**config.mk**
```make
export PLATFORM = sky130hd
export DESIGN_NAME = mem_stage
export DESIGN_NICKNAME = d
export VERILOG_FILES = /design/src/rtl/mem_stage.sv
export SDC_FILE = /design/constraint.sdc
export NUM_CORES = 2
export LEC_CHECK = 0
export CAP_MARGIN = 25
export CELL_PAD_IN_SITES_DETAIL_PLACEMENT = 0
export CELL_PAD_IN_SITES_GLOBAL_PLACEMENT = 1
export CORE_MARGIN = 5
export CORE_UTILIZATION = 45
export DETAILED_ROUTE_END_ITERATION = 10
export PLACE_DENSITY = 0.79
export SLEW_MARGIN = 15
export SYNTH_ARGS = -nofsm -noshare
export SYNTH_HDL_FRONTEND = slang
export SYNTH_SLANG_ARGS = --single-unit
export TNS_END_PERCENT = 30
```
**constraint.sdc**
```tcl
create_clock -name clk -period 10 [get_ports clk]
set_input_delay 3 -clock clk [delete_from_list [all_inputs] [get_ports clk]]
set_output_delay 3 -clock clk [all_outputs]
set_load 0.1 [all_outputs]
```
**src/rtl/mem_stage.sv**
```systemverilog
// mem_stage
// ---------
// Memory stage of the five-stage ARM pipeline. The ALU result coming out of
// execute is used as the byte address into a word-addressed data memory, and
// Rm is used as the store data. Every load or store takes WAIT_CYCLES cycles
// in the BUSY state. While an access is pending, freeze stalls IF, ID and EX.
// When the access completes, its results land in the MEM/WB register.
//
// Parameters:
//   DEPTH        data memory size in 32-bit words
//   BASE_ADDR    byte address that maps to word 0
//   WAIT_CYCLES  access latency in cycles (1..15)
//
// Ports:
//   clk, rst          clock and synchronous active-high reset
//   wb_en_in          instruction writes the register file
//   mem_R_en          load request
//   mem_W_en          store request
//   alu_result        byte address for loads/stores, result otherwise
//   val_rm            store data
//   dest_in           destination register
//   freeze            stall toward IF/ID/EX
//   wb_en_out         registered write enable toward WB
//   mem_R_en_out      registered load flag (selects mem_result_out in WB)
//   alu_result_out    registered ALU result
//   mem_result_out    registered load data
//   dest_out          registered destination register
//   align_err         one-cycle misalignment pulse (only with the macro)
//
// Optional feature:
//   MEM_ALIGN_CHECK_EN  when this macro is defined, a misaligned request
//                       still runs through the full FSM timing, but no
//                       store is written and the load data is 0. The
//                       align_err pulse is raised for that request.

module mem_stage #(
   parameter int DEPTH       = 64,
   parameter int BASE_ADDR   = 1024,
   parameter int WAIT_CYCLES = 2
) (
   input  logic        clk,
   input  logic        rst,
   input  logic        wb_en_in,
   input  logic        mem_R_en,
   input  logic        mem_W_en,
   input  logic [31:0] alu_result,
   input  logic [31:0] val_rm,
   input  logic [3:0]  dest_in,
   output logic        freeze,
   output logic        wb_en_out,
   output logic        mem_R_en_out,
   output logic [31:0] alu_result_out,
   output logic [31:0] mem_result_out,
   output logic [3:0]  dest_out
`ifdef MEM_ALIGN_CHECK_EN
   ,
   output logic        align_err
`endif
);

   localparam int          AW        = (DEPTH > 1) ? $clog2(DEPTH) : 1;
   localparam logic [3:0]  WAIT_INIT = 4'(WAIT_CYCLES);

   typedef enum logic [1:0] {IDLE, BUSY, DONE} state_t;

   state_t      state;
   logic [3:0]  cnt;
   logic [31:0] read_reg;
   logic [31:0] index;
   logic        req;
   logic        in_range;
   logic        access_ok;
   logic        commit;

   logic [31:0] mem [DEPTH];

   assign req      = mem_R_en | mem_W_en;
   assign index    = (alu_result - 32'(BASE_ADDR)) >> 2;
   assign in_range = index < 32'(DEPTH);

`ifdef MEM_ALIGN_CHECK_EN
   logic misaligned;
   assign misaligned = alu_result[1:0] != 2'b00;
   assign access_ok  = in_range && !misaligned;
`else
   assign access_ok  = in_range;
`endif

   // The access takes effect on the edge that leaves BUSY with cnt == 1.
   assign commit = (state == BUSY) && (cnt == 4'd1);

   // The stall is raised combinationally as soon as a request shows up in IDLE.
   // This stops the upstream stages on the same edge that starts the access.
   always_comb begin
      freeze = 1'b0;
      if (state == BUSY || (state == IDLE && req))
         freeze = 1'b1;
   end

   // The data memory is not reset. Reset does block the write, though, so an
   // aborted store never reaches the array. A store has priority over a load
   // when both request bits are set.
   always_ff @(posedge clk) begin
      if (!rst && commit && mem_W_en && access_ok)
         mem[index[AW-1:0]] <= val_rm;
   end

   // Access FSM: IDLE -> BUSY (counts down) -> DONE (single unstalled cycle).
   // The load result is captured into read_reg at the commit edge, so DONE
   // can hand it to the WB register while the inputs are still the same request.
   always_ff @(posedge clk) begin
      if (rst) begin
         state    <= IDLE;
         cnt      <= 4'd0;
         read_reg <= 32'd0;
      end else begin
         case (state)
            IDLE: begin
               if (req) begin
                  cnt   <= WAIT_INIT;
                  state <= BUSY;
               end
            end
            BUSY: begin
               cnt <= cnt - 4'd1;
               if (commit) begin
                  read_reg <= (mem_R_en && !mem_W_en && access_ok) ?
                              mem[index[AW-1:0]] : 32'd0;
                  state    <= DONE;
               end
            end
            DONE: begin
               state <= IDLE;
            end
            default: begin
               state <= IDLE;
            end
         endcase
      end
   end

   // MEM/WB register. While frozen, a bubble is injected by clearing the two
   // control bits, and the data fields hold their values. When not frozen,
   // every field loads from the inputs. The load data is only meaningful in DONE.
   always_ff @(posedge clk) begin
      if (rst) begin
         wb_en_out      <= 1'b0;
         mem_R_en_out   <= 1'b0;
         alu_result_out <= 32'd0;
         mem_result_out <= 32'd0;
         dest_out       <= 4'd0;
      end else if (freeze) begin
         wb_en_out      <= 1'b0;
         mem_R_en_out   <= 1'b0;
      end else begin
         wb_en_out      <= wb_en_in;
         mem_R_en_out   <= mem_R_en;
         alu_result_out <= alu_result;
         mem_result_out <= (state == DONE) ? read_reg : 32'd0;
         dest_out       <= dest_in;
      end
   end

`ifdef MEM_ALIGN_CHECK_EN
   // The pulse lines up with the DONE-cycle WB capture of the offending request.
   always_ff @(posedge clk) begin
      if (rst)
         align_err <= 1'b0;
      else
         align_err <= (state == DONE) && req && misaligned;
   end
`endif

endmodule

```
# Yosys cells after proc, flatten, opt, wreduce, memory -nomap -nowiden

Memory sizes are Yosys's and may differ from the RTL's.
Cells that the tools add are included.

Register bits: 108
Output and inout port bits: 71
Word-level logic and storage cells: 44
Memories: 1
RAM bits: 2,048

Memory list:

| memory | depth | width | read ports | clocked after Yosys merged registers in | write ports | RTL line | text |
|---|---|---|---|---|---|---|---|
| mem    | 64    | 32    | 1          | 0                                       | 1           | 75       | `logic [31:0] mem [DEPTH];` |

Bitwise gates (word level): 1
Reductions and logical operators: 16
Eq/ne operators: 5
Muxes and demuxes: 10
Magnitude comparators: 1
$add $sub $neg: 2

Operators with widths:

| cell                   | count |
|---|---|
| $mux 32                | 2 |
| $sub 32x11->32 const B | 1 |
| $lt 30x7->1 const B    | 1 |
| $pmux 4 s2             | 1 |
| $logic_and 1x1->1      | 7 |
| $reduce_and 2->1       | 3 |
| $eq 4x1->1 const B     | 1 |
| $mux 2                 | 2 |
| $mux 4                 | 1 |
| $ne 2x2->1 const B     | 2 |
| $pmux 2 s2             | 1 |
| $sub 4x1->4 const B    | 1 |
| $mux 1                 | 3 |
| $eq 2x1->1 const B     | 1 |
| $eq 2x2->1 const B     | 1 |
| $logic_not 1->1        | 2 |
| $logic_not 2->1        | 1 |
| $reduce_bool 2->1      | 1 |
| $reduce_or 2->1        | 1 |
| $logic_or 1x1->1       | 1 |
| $or 1x1->1             | 1 |

# Logic depth before layout (Yosys ltp)

Word-level depth: 7
Mapped depth: 12

# Least setup slack after synthesis

Ideal clock, no wire load.

Path type: input-to-output
Start: input port mem_R_en
End: output port freeze
Buffers on the path: 2
Data arrival time: 4.594 ns
Setup slack: 2.406 ns
Data required time: 7.000 ns
Stages on the path: 5
Cells stage by stage: nor3_1 > or2_2 > clkbuf_1 > inv_2 > clkbuf_1

Cells in the longest elaborated chain, start to end: 4

Ends and longest elaborated chain:

| element           | RTL line | text |
|---|---|---|
| start, declared   | 44       | `input logic mem_R_en,` |
| $or 1x1->1        | 77       | `assign req = mem_R_en \| mem_W_en;` |
| $logic_and 1x1->1 | 96       | `if (state == BUSY \|\| (state == IDLE && req))` |
| $logic_or 1x1->1  | 96       |  |
| $mux 1            | 96       |  |
| end, declared     | 49       | `output logic freeze,` |

No other way between the ends.

# Final worst setup path

Same ends and word-level chain as after synthesis.

==> impl_metrics.csv <==
group,metric,value,unit
clock_tree,htreeDepth,4,
clock_tree,clock_path_buffers,3,
clock_tree,hold_buffers,0,
power_and_ir_drop,total_power,18.8,mW
timing,min_period,7.67,ns
power_and_ir_drop,internal_power,14.5,mW
power_and_ir_drop,leakagePower,29.7,nW
timing,rsz0062_at_grt,"false",
power_and_ir_drop,clkPwrFrac,41.2,%
critical_path,arrival,4.67,ns
logic_synthesis,avgSynthCellArea,18.2,sq um
logic_synthesis,ys_seq_area_share,76.9,%
power_and_ir_drop,p_sw,4.21,mW
global_routing,grt_pass1_wl,367000,microns
clock_tree,cts.sinks,2156,
global_routing,grt_pass1_vias,46700,
timing,setup_viol,0,
logic_synthesis,synth_seq_cells,2156,
logic_synthesis,synth_adder_area_share,0.0302,%
clock_tree,cts_resized,0,
critical_path,end_kind,"output pin",
final_layout,fin_nets,4872,
min_path,hold_path_end,"alu_result_out[18]",
logic_synthesis,synth_cell_types,87,
routing,ant_nets,0,
power_and_ir_drop,max-vdd-ir-drop,163,uV
logic_synthesis,synth_mux_area_share,8.66,%
final_layout,multiInputGateArea,17500,sq um
logic_synthesis,ys_async_sr_fraction,0,%
die,placementRows,157,
logic_synthesis,synthSimpleGateAreaFrac,2.76,%
critical_path,reg2reg_to,"mem[24][1]",
critical_path,criticalPathCategory,"primary input to output pin",
clock_tree,path_clk_slew,0.05,ns
place,port_buffers,143,
logic_synthesis,syn_nets,4627,
critical_path,worstReg2RegStart,"cnt[1]",
timing,hold_viol_final,0,
timing,relSlewSlack,14.4,%
die,die_h,439,microns
logic_synthesis,syn_inst,4552,
power_and_ir_drop,pwr-share-seq,52.7,%
global_routing,grt_use_total,27.0,%
power_and_ir_drop,pwr_density_cell,199,nW/um^2
job,drv_cap,0,
logic_synthesis,synth-compound-area-share,8.99,%
routing,via_per_inst,6.55,
timing,fin_crit_sh,76.7,%
final_layout,seqCellArea,63700,sq um
final_layout,drive_gt1_share,19.0,%
place,place_congestion,0.918,
clock_tree,clkLatencyLatePin,0.85,ns
routing,remaining_drc_errors,0,
min_path,hp-start,"alu_result_out[18]",
final_layout,largest_register_ffs,2048,
min_path,hold_depth,2,
critical_path,start_kind,"primary input",
place,dp_slack,2.07,ns
timing,fin_tns_setup,0,ns
timing,drv_slew,0,
global_routing,antenna_found_initial,21,
die,io_pins,144,
die,die_w,439,microns
critical_path,crit_fanout,43,
die,dieArea,193000,sq um
global_routing,grt.overflow.total,0,
clock_tree,post-cts-setup-buffers,0,
routing,dr.pass1.iters,8,
min_path,holdCritPathClass,"flop to flop",
routing,via_count,48700,
power_and_ir_drop,p_sw_share,22.4,%
logic_synthesis,ys.flop_type,"edfxtp_1",
timing,fin_ws,2.33,ns
logic_synthesis,synth_top_family_by_area,"compound AO/OA/AOI/OAI gates",
critical_path,rrSetupSlack,5.64,ns
clock_tree,numCtsBuffers,204,
logic_synthesis,yosysWarnings,0,
timing,fmax,0.130,GHz
place,dp_hpwl,156000,microns
die,design.core.area,183000,sq um
final_layout,fillerInstances,14500,
logic_synthesis,synth-edff-count,2048,
critical_path,rr_worst_depth,8,
timing,skew,0.0494,ns
logic_synthesis,synth.cell_area,82800,sq um
critical_path,required,7.00,ns
power_and_ir_drop,comb_power_share,6.1,%
routing,drtIter0Drc,8754,
routing,wirelength,265000,microns
clock_tree,root_buffer,"clkbuf_16",
global_routing,grt_max_degree,113,
clock_tree,cts_tree,"done",
logic_synthesis,synthXorXnorAreaFrac,0.0212,%
final_layout,area_growth_syn_to_layout,13.9,%
run_status,status,"completed",
timing,max_slew.worst_pin.slew,1.28,ns
routing,wl_per_cell,35.7,microns
die,start_util,45.2,%
[per-layer routing]
metal  routed length [microns]  part of all wire (%)  track usage (%)  vias up
li1                          -                     -                -    19300
met1                     93700                    35             36.2    24700
met3                     42500                    16             10.4      756
met4                     14800                   5.6             12.7        0
met2                    114000                    43             39.0     4009
met5                         0                     0                0        -
[power groups by stage]
stage / logic (mW) / clock network, mW / registers [mW]
after floorplan: 0.502 / 0 / 10.1
after global placement: 1.08 / 0 / 10.1
after detailed placement: 1.09 / 0 / 10.1
after CTS: 1.10 / 7.76 / 9.89
after global routing: 1.15 / 8.17 / 9.88
final: 1.14 / 7.73 / 9.89
[cell usage after synthesis (all sizes together), types with 9 or more instances]
| library cell | n | share of area (%) |
|---|---|---|
| a22oi | 83 | 0.75 |
| nand3 | 15 | 0.091 |
| o22ai | 270 | 2.0 |
| mux2 | 172 | 2.3 |
| mux2i | 195 | 2.4 |
| nor3 | 17 | 0.11 |
| mux4 | 142 | 4.0 |
| a2bb2oi | 15 | 0.16 |
| buf | 234 | 2.1 |
| o21ai | 90 | 0.54 |
| o22a | 28 | 0.30 |
| a2111oi | 14 | 0.16 |
| o221ai | 171 | 1.8 |
| a222oi | 15 | 0.18 |
| nor2 | 196 | 0.89 |
| nor4 | 11 | 0.091 |
| inv | 21 | 0.095 |
| nand2 | 174 | 0.79 |
| a22o | 40 | 0.42 |
| dfxtp | 108 | 2.6 |
| a221oi | 42 | 0.46 |
| a211oi | 35 | 0.32 |
| nand3b | 9 | 0.082 |
| a21oi | 125 | 0.76 |
| nor2b | 29 | 0.22 |
| edfxtp | 2048 | 74 |
| clkbuf | 82 | 0.41 |
| o31ai | 27 | 0.26 |
[worst max-delay path by stage]
stage | from | slack, ns | cells after the start | endpoint
finish | mem_R_en | 2.33 | 5 | freeze
global route | mem_R_en | 2.24 | 5 | freeze
CTS | mem_R_en | 2.34 | 5 | freeze
detailed placement | alu_result[11] | 2.07 | 8 | mem[6][21]
global placement | alu_result[11] | 2.08 | 8 | mem[43][10]
floorplan | mem_R_en | 2.41 | 5 | freeze
[cells in the final DEF (no fill, tap or decap), types with 120 or more instances in the layout]
| cell | n |
|---|---|
| mux2i_1 | 195 |
| nor2_1 | 125 |
| clkbuf_16 | 208 |
| nand2_1 | 171 |
| edfxtp_1 | 2048 |
| mux2_2 | 172 |
| buf_4 | 189 |
| mux4_2 | 120 |
| o221ai_1 | 170 |
| a21oi_1 | 124 |
| o22ai_1 | 270 |
[metrics by stage]
stage	hold slack, ns	instances	area [sq um]	util (%)
2_1_floorplan	0.425	4552	82800	-
3_3_place_gp	0.437	7031	87200	47.6
3_5_place_dp	0.443	7047	87500	47.8
4_1_cts	0.450	7421	94100	51.4
5_1_grt	0.467	7430	94200	51.5
6_report	0.450	7437	94200	51.5
[cells by family (layout without fill, tap and decap cells)]
| group | after synthesis | after routing |
|---|---|---|
| XOR/XNOR | 2 | 2 |
| other | 0 | 8 |
| AO/OA/AOI/OAI | 1034 | 1034 |
| AND/OR/NAND/NOR | 508 | 508 |
| multiplexers | 509 | 509 |
| adder cells (fa/ha/maj) | 2 | 2 |
| flip-flops | 2156 | 2156 |
| buffers and inverters | 341 | 754 |
[final cells by class]
class	instances	share of cell area, %
timing repair buffer	358	3.44
tap	2464	3.27
clock buffer	263	5.75
multi-input combinational	2055	18.6
sequential	2156	67.5
inverter	22	0.0969
antenna	8	0.0212
clock inverter	111	1.25
[critical path, stage by stage]
cell and delay (ns):
clkdlybuf4s50_1 0.46, nor3_1 0.17, or2_2 0.70, inv_2 0.07, buf_4 0.26
Note: power is estimated with default switching activity, not from simulation.
